[config.mk]
export PLATFORM = sky130hd
export DESIGN_NAME = pll_lock_clken_seq
export DESIGN_NICKNAME = d
export VERILOG_FILES = /design/src/rtl/pll_lock_clken_seq.sv
export SDC_FILE = /design/constraint.sdc
export NUM_CORES = 1
export LEC_CHECK = 0
export BUFFER_PORTS_ARGS = -buffer_cell sky130_fd_sc_hd__buf_2
export CORE_MARGIN = 2
export CORE_UTILIZATION = 40
export DETAILED_ROUTE_END_ITERATION = 10
export PLACE_DENSITY = 0.64
export SLEW_MARGIN = 10
export SYNTH_ARGS = -nofsm -noshare
export SYNTH_HDL_FRONTEND = slang
export SYNTH_SLANG_ARGS = --single-unit
[constraint.sdc]
create_clock -name clk -period 4.1 [get_ports clk]
set_input_delay 0.82 -clock clk [delete_from_list [all_inputs] [get_ports clk]]
set_output_delay 0.82 -clock clk [all_outputs]
set_load 0.02 [all_outputs]
[src/rtl/pll_lock_clken_seq.sv]
// PLL lock supervisor: qualifies the raw lock, releases channel resets in a
// staggered order and generates retunable clock enables. `LOCK_LOSS_CNT_EN adds loss_cnt.
module pll_lock_clken_seq #(
  parameter int NUM_CH      = 2,
  parameter int DIV_W       = 8,
  parameter int DIV_DEFAULT = 1,
  parameter int LOCK_STABLE = 1024,
  parameter int SYNC_STAGES = 2,
  parameter int RST_STAGGER = 16,
  localparam int CH_W       = (NUM_CH > 1) ? $clog2(NUM_CH) : 1
) (
  input  logic              clk,
  input  logic              rst_n,
  input  logic              pll_lock_i,
  input  logic              div_wr,
  input  logic [CH_W-1:0]   div_ch,
  input  logic [DIV_W-1:0]  div_val,
  output logic              div_busy,
  output logic [NUM_CH-1:0] ch_rst_n,
  output logic [NUM_CH-1:0] ch_en,
  output logic              locked,
`ifdef LOCK_LOSS_CNT_EN
  output logic [7:0]        loss_cnt,
`endif
  output logic              lock_lost
);

  localparam int REL_LAST = (NUM_CH - 1) * RST_STAGGER;
  localparam int REL_W    = $clog2(REL_LAST + 2);
  localparam int STB_W    = (LOCK_STABLE > 2) ? $clog2(LOCK_STABLE) : 1;

  typedef enum logic [1:0] {WAIT_LOCK, STABLE, RELEASE, RUN} state_t;

  state_t             state;
  logic [SYNC_STAGES-1:0] sync;
  logic               lock_s;
  logic               loss_now;
  logic [STB_W-1:0]   stable_cnt;
  logic [REL_W-1:0]   rel_cnt;

  logic [DIV_W-1:0]   cnt     [NUM_CH];
  logic [DIV_W-1:0]   div_reg [NUM_CH];
  logic [NUM_CH-1:0]  term;
  logic [NUM_CH-1:0]  apply;

  logic               pend;
  logic [CH_W-1:0]    wr_ch;
  logic [DIV_W-1:0]   wr_val;

  assign lock_s   = sync[SYNC_STAGES-1];
  assign loss_now = !lock_s && (state == RELEASE || state == RUN);

  // A pending value lands at terminal count, or at once if the channel is held in reset.
  always_comb begin
    term  = '0;
    apply = '0;
    for (int i = 0; i < NUM_CH; i++) begin
      term[i]  = (cnt[i] == div_reg[i]);
      apply[i] = pend && (int'(wr_ch) == i) && (!ch_rst_n[i] || term[i]);
    end
  end

  always_ff @(posedge clk) begin
    if (!rst_n) begin
      sync       <= '0;
      state      <= WAIT_LOCK;
      stable_cnt <= '0;
      rel_cnt    <= '0;
      ch_rst_n   <= '0;
      locked     <= 1'b0;
      lock_lost  <= 1'b0;
    end else begin
      sync      <= {sync[SYNC_STAGES-2:0], pll_lock_i};
      lock_lost <= 1'b0;
      if (loss_now) begin
        state      <= WAIT_LOCK;
        stable_cnt <= '0;
        ch_rst_n   <= '0;
        locked     <= 1'b0;
        lock_lost  <= 1'b1;
      end else begin
        case (state)
          WAIT_LOCK: begin
            if (lock_s) begin
              state      <= STABLE;
              stable_cnt <= '0;
            end
          end
          // The qualifying cycle in WAIT_LOCK counts as the first of LOCK_STABLE.
          STABLE: begin
            if (!lock_s) begin
              state      <= WAIT_LOCK;
              stable_cnt <= '0;
            end else if (stable_cnt == STB_W'(LOCK_STABLE - 2)) begin
              state   <= RELEASE;
              rel_cnt <= '0;
            end else begin
              stable_cnt <= stable_cnt + STB_W'(1);
            end
          end
          RELEASE: begin
            for (int i = 0; i < NUM_CH; i++)
              if (rel_cnt == REL_W'(i * RST_STAGGER)) ch_rst_n[i] <= 1'b1;
            if (rel_cnt == REL_W'(REL_LAST + 1)) begin
              state  <= RUN;
              locked <= 1'b1;
            end else begin
              rel_cnt <= rel_cnt + REL_W'(1);
            end
          end
          default: ;
        endcase
      end
    end
  end

  always_ff @(posedge clk) begin
    for (int i = 0; i < NUM_CH; i++) begin
      if (!rst_n) begin
        cnt[i]     <= '0;
        ch_en[i]   <= 1'b0;
        div_reg[i] <= DIV_W'(DIV_DEFAULT);
      end else begin
        ch_en[i] <= ch_rst_n[i] && !loss_now && term[i];
        if (!ch_rst_n[i] || loss_now || term[i]) cnt[i] <= '0;
        else                                     cnt[i] <= cnt[i] + DIV_W'(1);
        if (apply[i]) div_reg[i] <= wr_val;
      end
    end
  end

  // Handshake: busy stays up one cycle past the apply; out-of-range writes never set pend.
  always_ff @(posedge clk) begin
    if (!rst_n) begin
      div_busy <= 1'b0;
      pend     <= 1'b0;
      wr_ch    <= '0;
      wr_val   <= '0;
    end else if (!div_busy) begin
      if (div_wr) begin
        div_busy <= 1'b1;
        wr_ch    <= div_ch;
        wr_val   <= div_val;
        pend     <= (int'(div_ch) < NUM_CH);
      end
    end else if (pend) begin
      if (|apply) pend <= 1'b0;
    end else begin
      div_busy <= 1'b0;
    end
  end

`ifdef LOCK_LOSS_CNT_EN
  always_ff @(posedge clk) begin
    if (!rst_n)                             loss_cnt <= '0;
    else if (loss_now && loss_cnt != 8'hFF) loss_cnt <= loss_cnt + 8'd1;
  end
`endif

endmodule
# Word-level counts from Yosys, hierarchy flattened
# Memories as Yosys holds them, arrays and structs flattened.
# Index checks and enable logic that the tools add are counted.
# word_totals
n_memories,2
register_bits,36
inputBits,13
output_inout_bits,7
mem_bits_rw,32
word_cells,125
# classes
n_addsub,4
eq_ne,15
muxes,46
n_bitwise,10
n_reduce_logical,35
# memory_table
memory,depth,word_bits,rd,rd_ports_with_merged_regs,wr,line,source
cnt,2,8,2,0,2,41,logic [DIV_W-1:0] cnt [NUM_CH];
div_reg,2,8,2,0,2,42,logic [DIV_W-1:0] div_reg [NUM_CH];
# op_table
cell,n
$mux 8,6
$mux 10,3
$mux 1,27
$pmux 10 s2,1
$add 8x1->8 const B,2
$eq 8x8->1,2
$mux 5,3
$add 10x1->10 const B,1
$eq 10x10->1 const B,1
$eq 5x5->1 const B,2
$pmux 5 s2,1
$logic_and 1x1->1,9
$mux 2,4
$ne 2x2->1 const B,4
$reduce_and 2->1,4
$logic_or 1x1->1,7
$ne 3x3->1 const B,2
$or 1x1->1,6
$pmux 2 s3,1
$reduce_bool 2->1,3
$add 5x1->5 const B,1
$logic_not 5->1,1
$reduce_and 5->1,1
$eq 2x2->1 const B,2
9 further kinds,16

# Longest topological paths before layout
# Gate-level depths: netlist (run 1).
# depth
ltp_word,10
depth_mapped,7
depth_no_buf,7

# Least setup slack after synthesis (run 1)
# No wires, ideal clock.
# synth_path
path_type,reg-to-reg
from,mem cnt[0][2]
to,mem div_reg[0][0] (enable)
required_time_ns,3.766
stages_incl_launch_ff,6
arrival_ns,1.444
path_buffers,0
setup_slack_ns,2.322
synth_period_minus_slack_ns,1.778
setup_ns,0.334
path_cell_list,edfxtp_1 -> xor2_1 -> nor4_1 -> nand2_1 -> a21oi_1 -> nand2b_1
# synth_rtl
item,line
"start, declared",41
"end, declared",42

==> metrics, run 1 <==
Cell variety after synth 41; routed via count divided by cell count 4.70; post-synthesis instance total between 300 and 400; Synth Register Bits just under 70; peak supply drop about 0.18 mV; startpoint types flip-flop; final weighted congestion in routability-driven placement approximately 0.81; post-placement cell count around 450; hold depth 1; switching power approximately 330 µW; worst setup path endpoint div_reg[0][6]; clock net sink count 68; start point of the worst hold path sync[0]; pin count of the biggest net entering global routing 17; Pint 1090 µW; number of I/O pins 20; Wirelength per Cell about 12 µm; quantity of gates resized following cts 0; Worst-path clk slew 0.07 ns; number of antenna violations at the first check in global routing 0; origin of the critical flop-to-flop path cnt[0][3]; area share of fa/ha/maj cells after synthesis ~4.7%; critical path required time around 4 ns; mean area per synthesized cell slightly above 10 µm²; area fraction in compound gates after synthesis around 8.4%; TritonCTS clock tree built; htree depth 3; share of total power in combinational logic between 6 and 7%; CTS Root Buffer Type sky130_fd_sc_hd__clkbuf_8; Worst Path Arrival approximately 2.1 ns; final core utilization between 40% and 50%; simple-gate share of the synthesized area 21.7%; max capacitance violation total 0; wire length of the first global-routing pass between 9000 and 10,000 µm; layout overhead on the synthesized area 14.7%; Tot GR Track Use about 15%; setup repair after global routing missed its margin false; part of the total power dissipated in the clock network ~40%; hold violation total from the final report 0; Antenna Diode Count 0; max_slew headroom between 60% and 70%; power per unit of standard cell area about 380 nW/µm²; DRC violation count after routing 0; later-pin clock latency in the skew report 0.34 ns; number of buffers inserted by port buffering 19; Worst Hold Class flip-flop to flip-flop; final worst path period share 50.6%; iteration count of the initial detailed-routing pass 4; aggregate negative setup slack 0 ns; max-slew violation count 0; Switching Fraction a little under a quarter; Vias ~2.2k; warnings from Yosys 0; Overall Power about 1400 µW; path depth of the worst reg2reg path 5; worst-case hold slack around 0.45 ns; dominant combinational cell family by area after synthesis simple AND/OR/NAND/NOR gates; Core Region about 7800 µm²; worst setup skew after layout between 0.007 and 0.008 ns; vias in the first global route 2,149; origin of the worst setup path cnt[0][3]; global-route congestion overflow total 0; layout cells sized above 1 13.2%; site row count 32; Flop pwr share between 50% and 60%; Clock Path Buffers 2; detailed placement HPWL between 4000 and 5000 µm; aggregate routed wire length around 5500 µm; die height ~94 µm; type of the setup path with the least slack flip-flop to flip-flop; antenna viol nets, final 0; biggest fanout along the worst timing path 8; setup slack of the most critical reg-to-reg path slightly above 2 ns; time the worst path needs with I/O delays and setup ~2.1 ns; fraction of synthesized area in multiplexers between 1 and 1.5%; final setup fails 0; Die Span X 93.7 µm; Starting Density around 41%; hold bufs inserted after CTS 0; total leakage power between 0.001 and 0.0015 µW; worst reg2reg endpoint div_reg[0][6]; die area slightly below 9000 µm²; outcome finished, final reports clean; sequential fraction of the synthesis area approximately 52%; cell area after synthesis ~3200 µm²; Inserted Clock Buffers 9; initial detailed-routing violation count 134; xor/xnor share of the synthesized area a little under 10%; type of destination of the critical path flip-flop; number of setup buffers added after CTS 0; Non-Filler Instances 465; peak clock frequency supported by timing 0.482 GHz; nets 383; highest-count cells in the layout ignoring fill and taps sky130_fd_sc_hd__nand2_1 (39), sky130_fd_sc_hd__nor2_1 (39), sky130_fd_sc_hd__dfxtp_1 (36); Worst Tran Pin Value 0.575 ns
## Yosys cell counts
cell type	number	area share, %
sky130_fd_sc_hd__a211oi_1	1	0.23
sky130_fd_sc_hd__nor4_1	7	1.4
sky130_fd_sc_hd__inv_1	10	1.2
sky130_fd_sc_hd__nor2b_1	1	0.19
sky130_fd_sc_hd__mux2_1	2	0.70
sky130_fd_sc_hd__xor2_1	24	6.5
sky130_fd_sc_hd__xnor2_1	12	3.3
sky130_fd_sc_hd__edfxtp_1	32	30
sky130_fd_sc_hd__and2_1	18	3.5
sky130_fd_sc_hd__o32ai_2	2	1.0
sky130_fd_sc_hd__clkbuf_1	4	0.47
sky130_fd_sc_hd__inv_2	4	0.47
sky130_fd_sc_hd__o41ai_4	1	0.85
sky130_fd_sc_hd__or3_1	1	0.19
sky130_fd_sc_hd__o41ai_2	1	0.50
sky130_fd_sc_hd__ha_1	12	4.7
sky130_fd_sc_hd__a211oi_2	1	0.39
sky130_fd_sc_hd__o31ai_1	2	0.47
sky130_fd_sc_hd__dfxtp_1	36	22
sky130_fd_sc_hd__nand2_1	39	4.5
sky130_fd_sc_hd__nand3_1	19	3.0
sky130_fd_sc_hd__o211ai_1	1	0.23
sky130_fd_sc_hd__mux2_2	1	0.35
sky130_fd_sc_hd__a31o_1	1	0.27
sky130_fd_sc_hd__and3_1	5	0.97
sky130_fd_sc_hd__o22ai_1	1	0.19
sky130_fd_sc_hd__nand3_4	1	0.54
sky130_fd_sc_hd__nand4_2	1	0.39
sky130_fd_sc_hd__nor3_1	3	0.47
sky130_fd_sc_hd__o21ai_0	1	0.16
sky130_fd_sc_hd__a21bo_1	1	0.31
sky130_fd_sc_hd__nor2_1	39	4.5
sky130_fd_sc_hd__a41oi_1	2	0.54
sky130_fd_sc_hd__and4_1	1	0.27
sky130_fd_sc_hd__nand2b_1	5	0.97
sky130_fd_sc_hd__or2_4	1	0.27
sky130_fd_sc_hd__conb_1	1	0.12
sky130_fd_sc_hd__o21ai_1	1	0.16
sky130_fd_sc_hd__or2_0	1	0.19
sky130_fd_sc_hd__a21oi_1	20	3.1
sky130_fd_sc_hd__nor4bb_1	1	0.31
## worst max-delay path, cell delays in order, from the launching register on
cell and delay (ns):
sky130_fd_sc_hd__edfxtp_1 0.48, sky130_fd_sc_hd__xor2_1 0.20, sky130_fd_sc_hd__nor4_1 0.26, sky130_fd_sc_hd__nand2_1 0.19
sky130_fd_sc_hd__a21oi_1 0.24, sky130_fd_sc_hd__nand2b_1 0.37
## metrics by stage
stage          instance area, µm²  setup slack (ns)
2_1_floorplan                3280              2.32
3_3_place_gp                 3490              2.04
5_1_grt                      3700              1.83
6_report                     3700              2.02
4_1_cts                      3700              1.98
3_5_place_dp                 3490              2.00
## logic make-up after synthesis
| group | count (synthesis) |
|---|---|
| and+or+nand+nor | 143 |
| other | 1 |
| adders and majority gates | 12 |
| xor gates and xnor gates | 36 |
| buffers and inverters | 18 |
| AOI/OAI and AO/OA | 36 |
| DFF | 68 |
| muxes | 3 |
## cell type report
class | instances | area [µm²]
clock inverters | 6 | 61.3
flip-flops and latches | 68 | 1680
repair buffers | 19 | 95.1
clock buffers | 10 | 149
well taps | 102 | 128
multi-input cells | 246 | 1530
fillers | 761 | 4070
inverters | 14 | 52.6
## power by group through the flow
stage / registers [µW] / logic (µW) / clock network, µW
after CTS: 755 / 96.6 / 578
after floorplan: 765 / 72.7 / 0
after global routing: 759 / 111 / 611
final: 755 / 95.2 / 567
after detailed placement: 771 / 96.1 / 0
after global placement: 770 / 92.9 / 0
## worst min path at each step
stage and to:
4_1_cts sync[1], 3_3_place_gp sync[1], 5_1_grt sync[1], 6_report sync[1]
2_1_floorplan sync[1], 3_5_place_dp sync[1]
## metal layers
layer  routed length (µm)  track usage [%]
met4                  119             7.25
met2                 2590             22.4
met1                 2650             19.2
met5                    0                0
met3                  169             3.21
(Power assumes the default switching activity.)
==> run 2, diff against run 1 <==
PLACE_DENSITY = 0.67   (was 0.64)
clock period = 1.9 ns   (was 4.1 ns; I/O delays follow)
==> run 2 against run 1 <==
Net effect:
- final cell count is 5.6% higher
- global-route usage is 0.11 points lower
- setup slack worse by 2.0 ns
- critical path type unchanged
- critical endpoint is now stable_cnt[7]
==> metrics, run 2 (same netlist as run 1, synthesis figures left out) <==
outcome finished, final reports clean (unchanged); Tot GR Track Use 14.4% (was 14.5%); time the worst path needs with I/O delays and setup 1.88 ns (was 2.08 ns); aggregate routed wire length 5850 µm (was 5530 µm); routed via count divided by cell count 4.71 (was 4.70); peak supply drop 0.504 mV (was 0.178 mV); pin count of the biggest net entering global routing 15 (was 17); setup repair after global routing missed its margin true (was false); wire length of the first global-routing pass 9890 µm (was 9880 µm); vias in the first global route 2,239 (was 2,149); Placement Setup Slack -0.0742 ns (was 2.00 ns); origin of the critical flop-to-flop path state[0] (was cnt[0][3]); worst setup skew after layout 0.00780 ns (was 0.00774 ns); final worst path period share 98.9% (was 50.6%); Worst Setup Slack, final 0.0214 ns (was 2.02 ns); die height 93.7 µm (unchanged); post-placement cell count 473 (was 449); hold bufs inserted after CTS 0 (unchanged); max-slew violation count 0 (unchanged); worst setup path endpoint stable_cnt[7] (was div_reg[0][6]); TritonCTS clock tree built (unchanged); final setup fails 0 (unchanged); Vias 2,314 (was 2,186); detailed placement HPWL 4360 µm (was 4210 µm); die area 8790 µm² (unchanged); Wirelength per Cell 11.9 µm (about the same); iteration count of the initial detailed-routing pass 4 (unchanged); max capacitance violation total 0 (unchanged); type of destination of the critical path flip-flop (unchanged); most common cell after layout, fill and taps aside sky130_fd_sc_hd__nor2_1; hold violation total from the final report 0 (unchanged); origin of the worst setup path state[0] (was cnt[0][3]); Worst-path clk slew 0.08 ns (was 0.07 ns); number of buffers inserted by port buffering 19 (unchanged); antenna viol nets, final 0 (unchanged); Worst Hold Class primary input to flip-flop (was flip-flop to flip-flop); biggest fanout along the worst timing path 10 (was 8); number of I/O pins 20 (unchanged); later-pin clock latency in the skew report 0.34 ns (about the same); site row count 32 (unchanged); initial detailed-routing violation count 66 (was 134); Antenna Diode Count 0 (unchanged); worst-case hold slack 0.242 ns (was 0.447 ns); final weighted congestion in routability-driven placement 0.818 (was 0.806); max_slew headroom 66.2% (was 61.6%); peak clock frequency supported by timing 0.532 GHz (was 0.482 GHz); Worst Path Arrival 2.11 ns (was 2.08 ns); type of the setup path with the least slack flip-flop to flip-flop (unchanged); startpoint types flip-flop (unchanged); critical path required time 2.13 ns (was 4.10 ns); clock net sink count 68 (unchanged); layout overhead on the synthesized area 21.2% (was 14.7%); Core Region 7770 µm² (unchanged); nets 409 (was 383); DRC violation count after routing 0 (unchanged); CTS Root Buffer Type sky130_fd_sc_hd__clkbuf_8 (unchanged); power per unit of standard cell area 744 nW/µm² (was 383 nW/µm²); worst reg2reg endpoint stable_cnt[7] (was div_reg[0][6]); setup slack of the most critical reg-to-reg path 0.02 ns (was 2.02 ns); global-route congestion overflow total 0 (unchanged); Clock Path Buffers 2 (unchanged); Starting Density 41.5% (unchanged); layout cells sized above 1 21.6% (was 13.2%); number of antenna violations at the first check in global routing 0 (unchanged); htree depth 3 (unchanged); Worst Tran Pin Value 0.506 ns (was 0.575 ns); highest-count cells in the layout ignoring fill and taps sky130_fd_sc_hd__nor2_1 (39), sky130_fd_sc_hd__nand2_1 (37), sky130_fd_sc_hd__dfxtp_1 (36) (was sky130_fd_sc_hd__nand2_1 (39), sky130_fd_sc_hd__nor2_1 (39), sky130_fd_sc_hd__dfxtp_1 (36)); path depth of the worst reg2reg path 8 (was 5); Non-Filler Instances 491 (was 465); Die Span X 93.7 µm (unchanged); Inserted Clock Buffers 9 (unchanged); total leakage power 0.00151 µW (was 0.00139 µW)
[run 2: how the worst min path moves through the flow]
stage / start / end / slack, ns / depth (start not counted)
global placement: sync[0] / sync[1] / 0.42 / 1
floorplan: sync[0] / sync[1] / 0.41 / 1
CTS: pll_lock_i / sync[0] / 0.23 / 2
global route: pll_lock_i / sync[0] / 0.25 / 2
detailed placement: sync[0] / sync[1] / 0.42 / 1
finish: pll_lock_i / sync[0] / 0.24 / 2
[run 2: final cells by class]
class	count	area [µm²]
multi-input cells	246	1580
flip-flops and latches	68	1680
clock buffers	9	124
well taps	102	128
inverters	14	52.6
repair buffers	45	290
clock inverters	7	43.8
fillers	727	3860
[run 2: power by group]
group	total, µW	switching, µW	leakage [µW]	internal, µW
sequential	1620	40.1	0.000620	1580
clock	1020	556	0.0000848	465
combinational	258	143	0.000803	115
[run 2: routing by layer]
layer / share of wire, % / vias to the layer above / wire length [µm] / track usage (%)
li1: - / 1206 / - / -
met1: 48 / 1074 / 2780 / 18.1
met2: 49 / 27 / 2840 / 23.8
met3: 2.5 / 7 / 144 / 3.37
met4: 1.4 / 0 / 80 / 5.80
met5: 0 / - / 0 / 0
[run 2: what timing repair did]
item | CTS | global route
resized for setup | 1 | 11
buffers inserted | 0 | 2
pin swaps | 0 | 2
setup endpoints to repair | 8 | 53
[run 2: worst max-delay path, stage by stage (launching register included)]
cell and delay, ns:
sky130_fd_sc_hd__dfxtp_1 0.37, sky130_fd_sc_hd__inv_1 0.09, sky130_fd_sc_hd__ha_1 0.22, sky130_fd_sc_hd__mux2_2 0.26, sky130_fd_sc_hd__o41ai_4 0.07, sky130_fd_sc_hd__buf_4 0.17
sky130_fd_sc_hd__nor4_1 0.36, sky130_fd_sc_hd__xnor2_1 0.17, sky130_fd_sc_hd__nor2_1 0.05
[run 2: per-stage QoR]
| stage | cell area (µm²) | setup TNS (ns) | util [%] | total power (µW) |
|---|---|---|---|---|
| 2_1_floorplan | 3280 | 0 | - | 1810 |
| 3_3_place_gp | 3670 | 0 | 47.2 | 1890 |
| 3_5_place_dp | 3670 | -0.592 | 47.2 | 1900 |
| 4_1_cts | 3840 | 0 | 49.4 | 2910 |
| 5_1_grt | 3900 | -0.178 | 50.3 | 3020 |
| 6_report | 3900 | 0 | 50.3 | 2900 |
==> run 3, diff against run 2 <==
==> constraint.sdc (replaced) <==
create_clock -name clk -period 1.9 [get_ports clk]
set_input_delay 0.57 -clock clk [delete_from_list [all_inputs] [get_ports clk]]
set_output_delay 0.57 -clock clk [all_outputs]
set_load 0.02 [all_outputs]
==> run 3 against run 2 <==
Net effect:
- core utilization grew 0.98 points
- clock power grew 26%
- final cell count shrank 0.20%
- register-to-register slack gained 0.06 ns
- count of clock-buffer cells in the layout is the same
- first-iteration DRC count grew 58%
- fmax grew 3.6%
- flip-flop and latch count is the same
- power grew 9.7%
- combinational power grew 3%
- via count grew 1.7%
- global-route usage grew 0.48 points
- critical endpoint is now rel_cnt[1]
- largest power group unchanged
==> metrics, run 3 (same netlist as run 1, synthesis figures left out) <==
number of antenna violations at the first check in global routing 0 (unchanged); post-layout instance area 3980 µm² (was 3900 µm²); detailed placement HPWL 4440 µm (was 4360 µm); number of buffers inserted by port buffering 19 (unchanged); clock net sink count 68 (unchanged); max capacitance violation total 0 (unchanged); type of destination of the critical path flip-flop (unchanged); Wirelength per Cell 12.5 µm (was 11.9 µm); Inserted Clock Buffers 9 (unchanged); Tot GR Track Use 14.9% (was 14.4%); worst hold endpoint sync[0] (unchanged); path depth of the worst reg2reg path 6 (was 8); htree depth 3 (unchanged); biggest fanout along the worst timing path 6 (was 10); routed via count divided by cell count 4.80 (was 4.71); critical path required time 2.18 ns (was 2.13 ns); aggregate routed wire length 6100 µm (was 5850 µm); worst reg2reg endpoint rel_cnt[1] (was stable_cnt[7]); iteration count of the initial detailed-routing pass 4 (unchanged); Worst Path Arrival 2.09 ns (was 2.11 ns); setup repair after global routing missed its margin true (unchanged); layout overhead on the synthesized area 23.5% (was 21.2%); Vias 2,354 (was 2,314); most common cell after layout, fill and taps aside sky130_fd_sc_hd__nor2_1 (unchanged); Worst Hold Class primary input to flip-flop (unchanged); final worst path period share 95.5% (was 98.9%); number of inserted filler cells in the final layout 733 (was 727); Worst Tran Pin Value 0.515 ns (was 0.506 ns); power per unit of standard cell area 800 nW/µm² (was 744 nW/µm²); post-placement cell count 473 (unchanged); DRC violation count after routing 0 (unchanged); time the worst path needs with I/O delays and setup 1.81 ns (was 1.88 ns); final core utilization 51.2% (was 50.3%); peak supply drop 0.563 mV (was 0.504 mV); site row count 32 (unchanged); TritonCTS clock tree built (unchanged); hold violation total from the final report 0 (unchanged); Non-Filler Instances 490 (was 491); Core Region 7770 µm² (unchanged); Worst-path clk slew 0.08 ns (about the same); Clock Path Buffers 2 (unchanged); hold bufs inserted after CTS 0 (unchanged); pin count of the biggest net entering global routing 13 (was 15); max-slew violation count 0 (unchanged); number of I/O pins 20 (unchanged); highest-count cells in the layout ignoring fill and taps sky130_fd_sc_hd__nor2_1 (39), sky130_fd_sc_hd__nand2_1 (37), sky130_fd_sc_hd__dfxtp_1 (36) (unchanged); Die Span X 93.7 µm (unchanged); Placement Setup Slack -0.0586 ns (was -0.0742 ns); final weighted congestion in routability-driven placement 0.791 (was 0.818); max_slew headroom 65.6% (was 66.2%); die height 93.7 µm (unchanged); Starting Density 41.5% (unchanged); hold depth 2 (unchanged); setup slack of the most critical reg-to-reg path 0.09 ns (was 0.02 ns); origin of the critical flop-to-flop path stable_cnt[4] (was state[0]); die area 8790 µm² (unchanged); vias in the first global route 2,220 (was 2,239); outcome finished, final reports clean (unchanged); wire length of the first global-routing pass 10,200 µm (was 9890 µm); antenna viol nets, final 0 (unchanged); Antenna Diode Count 0 (unchanged); type of the setup path with the least slack flip-flop to flip-flop (unchanged); initial detailed-routing violation count 104 (was 66); worst setup skew after layout 0.00824 ns (was 0.00780 ns); total leakage power 0.00156 µW (was 0.00151 µW); startpoint types flip-flop (unchanged); nets 408 (was 409); later-pin clock latency in the skew report 0.34 ns (about the same); CTS Root Buffer Type sky130_fd_sc_hd__clkbuf_8 (unchanged); start point of the worst hold path pll_lock_i (unchanged); Worst Setup Slack, final 0.0861 ns (was 0.0214 ns); layout cells sized above 1 22.2% (was 21.6%); global-route congestion overflow total 0 (unchanged); peak clock frequency supported by timing 0.551 GHz (was 0.532 GHz); Placement Cell Area 3670 µm² (unchanged); final setup fails 0 (unchanged)
-- run 3: routing by layer --
metal  vias to the layer above  global-route usage, %  routed length (µm)
li1                       1206                      -                   -
met1                      1104                   19.7                2900
met3                         5                   4.09                 218
met4                         0                   5.07                  73
met2                        39                   23.5                2920
met5                         -                      0                   0
-- run 3: area by class of cell --
cell class                      instances  area, µm²  area share (%)
Clock inverter                          7       91.3            2.29
Tap cell                              102        128            3.21
Clock buffer                            9        124            3.11
Timing Repair Buffer                   44        287            7.20
Sequential cell                        68       1680            42.3
Multi-Input combinational cell        246       1620            40.6
Inverter                               14       52.6            1.32
-- run 3: metrics by stage --
stage / TNS (ns) / total power, µW / hold slack (ns)
after floorplan: 0 / 1810 / 0.412
after global placement: 0 / 1890 / 0.416
after detailed placement: -0.609 / 1900 / 0.423
after CTS: -0.132 / 3190 / 0.421
after global routing: -0.0966 / 3310 / 0.427
final: 0 / 3180 / 0.434
-- run 3: worst max-delay path by stage --
stage,start,to,slack (ns),depth (start not counted)
6_report,stable_cnt[4],rel_cnt[1],0.09,6
3_5_place_dp,cnt[0][3],div_reg[0][2],-0.06,5
3_3_place_gp,cnt[0][3],div_reg[0][1],0.03,5
2_1_floorplan,cnt[0][2],div_reg[0][0],0.12,5
4_1_cts,cnt[0][3],div_reg[0][0],-0.03,5
5_1_grt,stable_cnt[4],rel_cnt[1],-0.05,6
-- run 3: report_power, final --
group / leakage [µW] / switching, µW / internal [µW]
registers: 0.000620 / 39.6 / 1580
clock network: 0.000109 / 561 / 734
logic: 0.000831 / 148 / 118
-- run 3: critical path: stages, from the launching register on --
cell and delay, ns:
sky130_fd_sc_hd__dfxtp_1 0.43, sky130_fd_sc_hd__nand3_4 0.18, sky130_fd_sc_hd__o41ai_2 0.42, sky130_fd_sc_hd__nand4_2 0.15
sky130_fd_sc_hd__buf_4 0.18, sky130_fd_sc_hd__mux2_1 0.30, sky130_fd_sc_hd__nor2_1 0.08
-- run 3: timing repair --
action | in CTS | in global routing
pin swaps | 0 | 5
resized for setup | 4 | 14
endpoints found under the setup margin | 27 | 54
setup buffers | 0 | 1
